--- config.mk ---
export PLATFORM = sky130hd
export DESIGN_NAME = vote_result_announcer
export DESIGN_NICKNAME = d
export VERILOG_FILES = /design/src/rtl/vote_pkg.sv /design/src/rtl/vote_max3.sv /design/src/rtl/vote_result_announcer.sv
export SDC_FILE = /design/constraint.sdc
export NUM_CORES = 1
export LEC_CHECK = 0
export CORE_UTILIZATION = 51
export CTS_BUF_LIST = sky130_fd_sc_hd__clkbuf_4 sky130_fd_sc_hd__clkbuf_8
export CTS_CLUSTER_DIAMETER = 100
export DETAILED_ROUTE_END_ITERATION = 16
export PLACE_DENSITY = 0.79
export REMOVE_ABC_BUFFERS = 1
export SYNTH_ARGS = -nofsm -noshare
export SYNTH_HDL_FRONTEND = slang
export SYNTH_SLANG_ARGS = --single-unit
--- constraint.sdc ---
create_clock -name clk -period 3.87 [get_ports clk]
set_input_delay 0.774 -clock clk [delete_from_list [all_inputs] [get_ports clk]]
set_output_delay 0.774 -clock clk [all_outputs]
set_load 0.02 [all_outputs]
--- src/rtl/vote_pkg.sv ---
// Shared definitions for the vote result announcer: default count width,
// candidate id constants and the announcer FSM state encoding.
package vote_pkg;

    localparam int unsigned CNT_W_DEF = 6;
    localparam int unsigned ID_W      = 2;

    localparam logic [ID_W-1:0] CAND_NONE = 2'd0;
    localparam logic [ID_W-1:0] CAND_1    = 2'd1;
    localparam logic [ID_W-1:0] CAND_2    = 2'd2;
    localparam logic [ID_W-1:0] CAND_3    = 2'd3;

    typedef enum logic [1:0] {
        IDLE = 2'd0,
        CMP  = 2'd1,
        SEND = 2'd2,
        DONE = 2'd3
    } state_t;

endpackage

--- src/rtl/vote_max3.sv ---
// Combinational winner/tie decision over three unsigned candidate counts.
// A single candidate holding the maximum wins; a shared maximum (including
// all-zero counts) is a tie with no winner.
module vote_max3
    import vote_pkg::*;
#(
    parameter int unsigned CNT_W = CNT_W_DEF
) (
    input  logic [CNT_W-1:0] count1,
    input  logic [CNT_W-1:0] count2,
    input  logic [CNT_W-1:0] count3,
    output logic [ID_W-1:0]  winner_c,
    output logic             tie_c
);

    logic [CNT_W-1:0] max_c;
    logic [2:0]       at_max_c;

    // Find the largest count and flag which candidates reach it.
    always_comb begin
        max_c = count1;
        if (count2 > max_c) max_c = count2;
        if (count3 > max_c) max_c = count3;
        at_max_c = {count3 == max_c, count2 == max_c, count1 == max_c};
    end

    // Exactly one candidate at the maximum wins; anything else is a tie.
    always_comb begin
        winner_c = CAND_NONE;
        tie_c    = 1'b0;
        case (at_max_c)
            3'b001:  winner_c = CAND_1;
            3'b010:  winner_c = CAND_2;
            3'b100:  winner_c = CAND_3;
            default: tie_c    = 1'b1;
        endcase
    end

endmodule

--- src/rtl/vote_result_announcer.sv ---
// Freezes the three candidate counts on the rising edge of voting-over,
// registers the winner/tie decision, then streams one (id, count) record
// per candidate over a valid/ready handshake and latches done.
module vote_result_announcer
    import vote_pkg::*;
#(
    parameter int unsigned CNT_W = CNT_W_DEF
) (
    input  logic             clk,
    input  logic             rst,
    input  logic             i_voting_over,
    input  logic [CNT_W-1:0] i_count1,
    input  logic [CNT_W-1:0] i_count2,
    input  logic [CNT_W-1:0] i_count3,
    input  logic             i_rec_ready,
    output logic             o_rec_valid,
    output logic [ID_W-1:0]  o_rec_id,
    output logic [CNT_W-1:0] o_rec_count,
    output logic [ID_W-1:0]  o_winner,
    output logic             o_tie,
    output logic             o_done
);

    state_t           state_q, state_d;
    logic             vo_hist_q;
    logic [CNT_W-1:0] snap1_q, snap2_q, snap3_q;
    logic [CNT_W-1:0] snap1_d, snap2_d, snap3_d;
    logic             rec_valid_d;
    logic [ID_W-1:0]  rec_id_d;
    logic [CNT_W-1:0] rec_count_d;
    logic [ID_W-1:0]  winner_d;
    logic             tie_d;
    logic             done_d;
    logic [ID_W-1:0]  max_winner_c;
    logic             max_tie_c;
    logic             start_c;

    // Decision is taken on the frozen snapshots only.
    vote_max3 #(
        .CNT_W (CNT_W)
    ) u_max3 (
        .count1   (snap1_q),
        .count2   (snap2_q),
        .count3   (snap3_q),
        .winner_c (max_winner_c),
        .tie_c    (max_tie_c)
    );

    assign start_c = i_voting_over && !vo_hist_q;

    // State, snapshot and output registers.
    always_ff @(posedge clk or posedge rst) begin
        if (rst) begin
            state_q     <= IDLE;
            vo_hist_q   <= 1'b0;
            snap1_q     <= '0;
            snap2_q     <= '0;
            snap3_q     <= '0;
            o_rec_valid <= 1'b0;
            o_rec_id    <= CAND_NONE;
            o_rec_count <= '0;
            o_winner    <= CAND_NONE;
            o_tie       <= 1'b0;
            o_done      <= 1'b0;
        end else begin
            state_q     <= state_d;
            vo_hist_q   <= i_voting_over;
            snap1_q     <= snap1_d;
            snap2_q     <= snap2_d;
            snap3_q     <= snap3_d;
            o_rec_valid <= rec_valid_d;
            o_rec_id    <= rec_id_d;
            o_rec_count <= rec_count_d;
            o_winner    <= winner_d;
            o_tie       <= tie_d;
            o_done      <= done_d;
        end
    end

    // Next-state and next-output logic; everything holds unless a state acts.
    always_comb begin
        state_d     = state_q;
        snap1_d     = snap1_q;
        snap2_d     = snap2_q;
        snap3_d     = snap3_q;
        rec_valid_d = o_rec_valid;
        rec_id_d    = o_rec_id;
        rec_count_d = o_rec_count;
        winner_d    = o_winner;
        tie_d       = o_tie;
        done_d      = o_done;

        case (state_q)
            IDLE: begin
                if (start_c) begin
                    snap1_d = i_count1;
                    snap2_d = i_count2;
                    snap3_d = i_count3;
                    state_d = CMP;
                end
            end
            CMP: begin
                winner_d    = max_winner_c;
                tie_d       = max_tie_c;
                rec_valid_d = 1'b1;
                rec_id_d    = CAND_1;
                rec_count_d = snap1_q;
                state_d     = SEND;
            end
            SEND: begin
                if (o_rec_valid && i_rec_ready) begin
                    case (o_rec_id)
                        CAND_1: begin
                            rec_id_d    = CAND_2;
                            rec_count_d = snap2_q;
                        end
                        CAND_2: begin
                            rec_id_d    = CAND_3;
                            rec_count_d = snap3_q;
                        end
                        default: begin
                            // Last record accepted: stream complete.
                            rec_valid_d = 1'b0;
                            done_d      = 1'b1;
                            state_d     = DONE;
                        end
                    endcase
                end
            end
            DONE: begin
                state_d = DONE;
            end
            default: begin
                state_d = IDLE;
            end
        endcase
    end

endmodule

==> metrics.md <==
| Metric | Value |
|---|---|
| Run status | `completed` |
| IO Count | `35` |
| Layout cells sized above 1 | `0.257` |
| Synth cell types | `61` |
| Clock slew at reported path FFs | `0.07 ns` |
| Final Cycle Share | `0.988` |
| Reg2Reg Depth | `18` |
| Starting density of the core | `0.531` |
| R2R Path End | `o_tie` |
| Static Leakage | `1.42 nW` |
| Post-synthesis sequential area ratio | `0.337` |
| Worst R2R Start | `snap1_q[3]` |
| Routed vias | `2466` |
| DR pass1 iterations | `6` |
| First-pass GRT wire length | `10500 µm` |
| WL final | `7100 µm` |
| Hold Buf Count CTS | `0` |
| Post-route insts no fill | `410` |
| CP required | `4.09 ns` |
| Top FF cell, synth | `dfrtp_1` |
| PwrDens | `749 nW/µm²` |
| Number of synthesis warnings | `0` |
| Gp weighted congestion | `1.03` |
| Post-synth top area share | `0.337` |
| DIE WIDTH | `72.3 µm` |
| Row count | `25` |
| Slew @ Worst Pin | `0.867 ns` |
| Top post-synthesis cells by area | `dfrtp_1 34%, ha_1 6.4%, o21ai_0 5.2%` |
| CTS sink cnt | `34` |
| Hold EP | `o_done` |
| Drc violations | `0` |
| Die ar. | `5230 µm²` |
| Post-layout min period | `3.82 ns` |
| Die height | `72.3 µm` |
| Fmax | `0.261 GHz` |
| Num CTS Buffers | `5` |
| Type of origin of the critical path | `flop` |
| CTS tree | `done` |
| Clock Path Buffers | `2` |
| Placed cells | `392` |
| Port bufs | `34` |
| Nets | `377` |
| #FFs+latches synth | `34` |
| Worst Hold Class | `flop to flop` |
| Synth area leader | `dfrtp_1` |
| Clock root cell | `clkbuf_8` |
| Async set-reset flop share out of synthesis | `1.00` |
| Post-DP HPWL | `4940 µm` |
| Post-synth EDFFs | `0` |
| DRT iter0 DRCs | `210` |
| Crit. End Element | `flop` |
| Pre-CTS setup slack | `0.0244 ns` |
| Wire per inst | `17.3 µm` |
| Clk_lat worst skew | `0.30 ns` |
| Setup TNS | `0 ns` |
| R2R Setup Slk | `0.05 ns` |
| Setup WS post-layout | `0.0453 ns` |
| Total power | `0.00254 W` |
| Most frequent cells in the layout | `37 x buf_4, 34 x clkdlybuf4s50_1, 34 x dfrtp_1` |
| Core footprint | `4750 µm²` |
| Total of max-cap violations | `0` |
| Synthesized cell area | `2520 µm²` |
| Commonest non-fill, non-tap cell in the layout | `buf_4` |
| Cells after synthesis | `277` |
| Critical path class | `flop to flop` |
| Tot GR Track Use | `0.261` |
| Largest net degree at the start of global routing | `35` |
| Hold Crit Start | `o_done` |
| Endpoints failing setup | `0` |
| Layout fillers | `350` |
| WHS Path Cells | `1` |
| Synth Area per Inst | `9.11 µm²` |
| Grt ovf | `0` |
| Final Hold Vio Count | `0` |
| Routed Antenna Nets | `0` |
| Via/cell ratio | `6.01` |
| N_diodes | `0` |
| Rel. slew slack | `0.420` |
| Crit path max fanout | `7` |
| Crit path DAT | `4.04 ns` |
| Number of global-route vias before repair | `2190` |
| Clock Skew | `0.00771 ns` |
| VDD IR max | `0.405 mV` |
| Area grow syn2layout | `34.6%` |
| Antenna violations before repair | `0` |
| Clock H-tree levels | `2` |
| Fin. max-slew vios | `0` |
| Hold_ws | `0.462 ns` |
==> worst max-delay path, stage by stage (launching register included) <==
cell      delay [ns]
dfrtp_1         0.36
inv_1           0.08
ha_4            0.29
a21oi_1         0.08
or2_4           0.26
a31oi_4         0.32
nor2_2          0.08
a21oi_1         0.17
ha_1            0.30
a21oi_2         0.15
a21boi_2        0.10
buf_4           0.16
buf_4           0.13
o311ai_4        0.31
o31ai_4         0.14
xnor2_1         0.18
nand4_1         0.17
maj3_2          0.35
o21ai_2         0.11
==> worst max path at each step <==
stage          startpoint    end  slack, ns
2_1_floorplan  snap1_q[5]  o_tie       0.02
3_3_place_gp   snap1_q[1]  o_tie       0.18
3_5_place_dp   snap1_q[5]  o_tie       0.02
4_1_cts        snap1_q[5]  o_tie       0.03
5_1_grt        snap1_q[3]  o_tie      -0.17
6_report       snap1_q[3]  o_tie       0.05
==> cell usage after synthesis (2+ instances only) <==
cell type  instances
a211oi_1           3
mux2_2             8
buf_6              2
a21o_1             2
o211ai_1           9
mux2i_1           11
or2_2              2
dfrtp_1           34
o21ai_1            2
a21oi_1           12
nor3b_1            3
nand3_1            4
a31oi_1            4
o31ai_2            2
ha_1              13
nor2_1            12
xnor2_1            5
o31ai_1            2
or3_1              2
inv_1             16
xor2_1             9
nor2b_1            6
nand2_1           27
nor4_1             2
a41o_2             2
nor3_1            11
clkbuf_1          13
o21ai_0           26
==> flip-flops by register name, indices dropped and copies added, names as in the netlist <==
signal	flops
o_done	1
o_rec_count	6
o_rec_id	2
o_rec_valid	1
o_tie	1
o_winner	2
snap1_q	6
snap2_q	6
snap3_q	6
state_q	2
vo_hist_q	1
==> per-stage QoR <==
step / utilization / area, µm²
3_3_place_gp: 0.652 / 3100
3_5_place_dp: 0.652 / 3100
2_1_floorplan: - / 2440
4_1_cts: 0.673 / 3200
6_report: 0.714 / 3400
5_1_grt: 0.714 / 3400
==> per-layer routing <==
| layer | share of wire | up-vias | GRT usage |
|---|---|---|---|
| met5 | 0 | - | 0 |
| met1 | 0.41 | 1164 | 0.339 |
| met4 | 0.039 | 0 | 0.0937 |
| li1 | - | 1142 | - |
| met2 | 0.49 | 125 | 0.436 |
| met3 | 0.063 | 35 | 0.0458 |
==> kinds of logic (layout without fill, tap and decap cells) <==
| family | after synthesis | after routing | share of synthesized area |
|---|---|---|---|
| buf+inv | 32 | 98 | 0.0550 |
| flops | 34 | 34 | 0.337 |
| fa+ha+maj | 14 | 14 | 0.0689 |
| simple gates | 80 | 80 | 0.167 |
| mux | 19 | 19 | 0.0793 |
| xor+xnor | 14 | 14 | 0.0486 |
| compound gates | 84 | 84 | 0.244 |
==> area by class of cell <==
type                            count  area [µm²]  share of cell area
Multi-Input combinational cell    211        1660               0.487
Clock buffer                        6        82.6              0.0243
Tap cell                           67        83.8              0.0247
Timing Repair Buffer               74         652               0.192
Inverter                           16        60.1              0.0177
Sequential cell                    34         851               0.250
Clock inverter                      2        12.5             0.00368
==> power by group <==
| part | switching, W | internal (W) | total, W |
|---|---|---|---|
| Clock | 0.000143 | 0.000143 | 0.000286 |
| Sequential | 0.000126 | 0.000468 | 0.000594 |
| Combinational | 0.000845 | 0.000818 | 0.00166 |
==> timing repair <==
action,in CTS,in global routing
pin swaps,1,18
resized for setup,0,22
setup buffers,1,9
setup endpoints to repair,1,3
No activity file was read; power rests on OpenSTA's default activity.
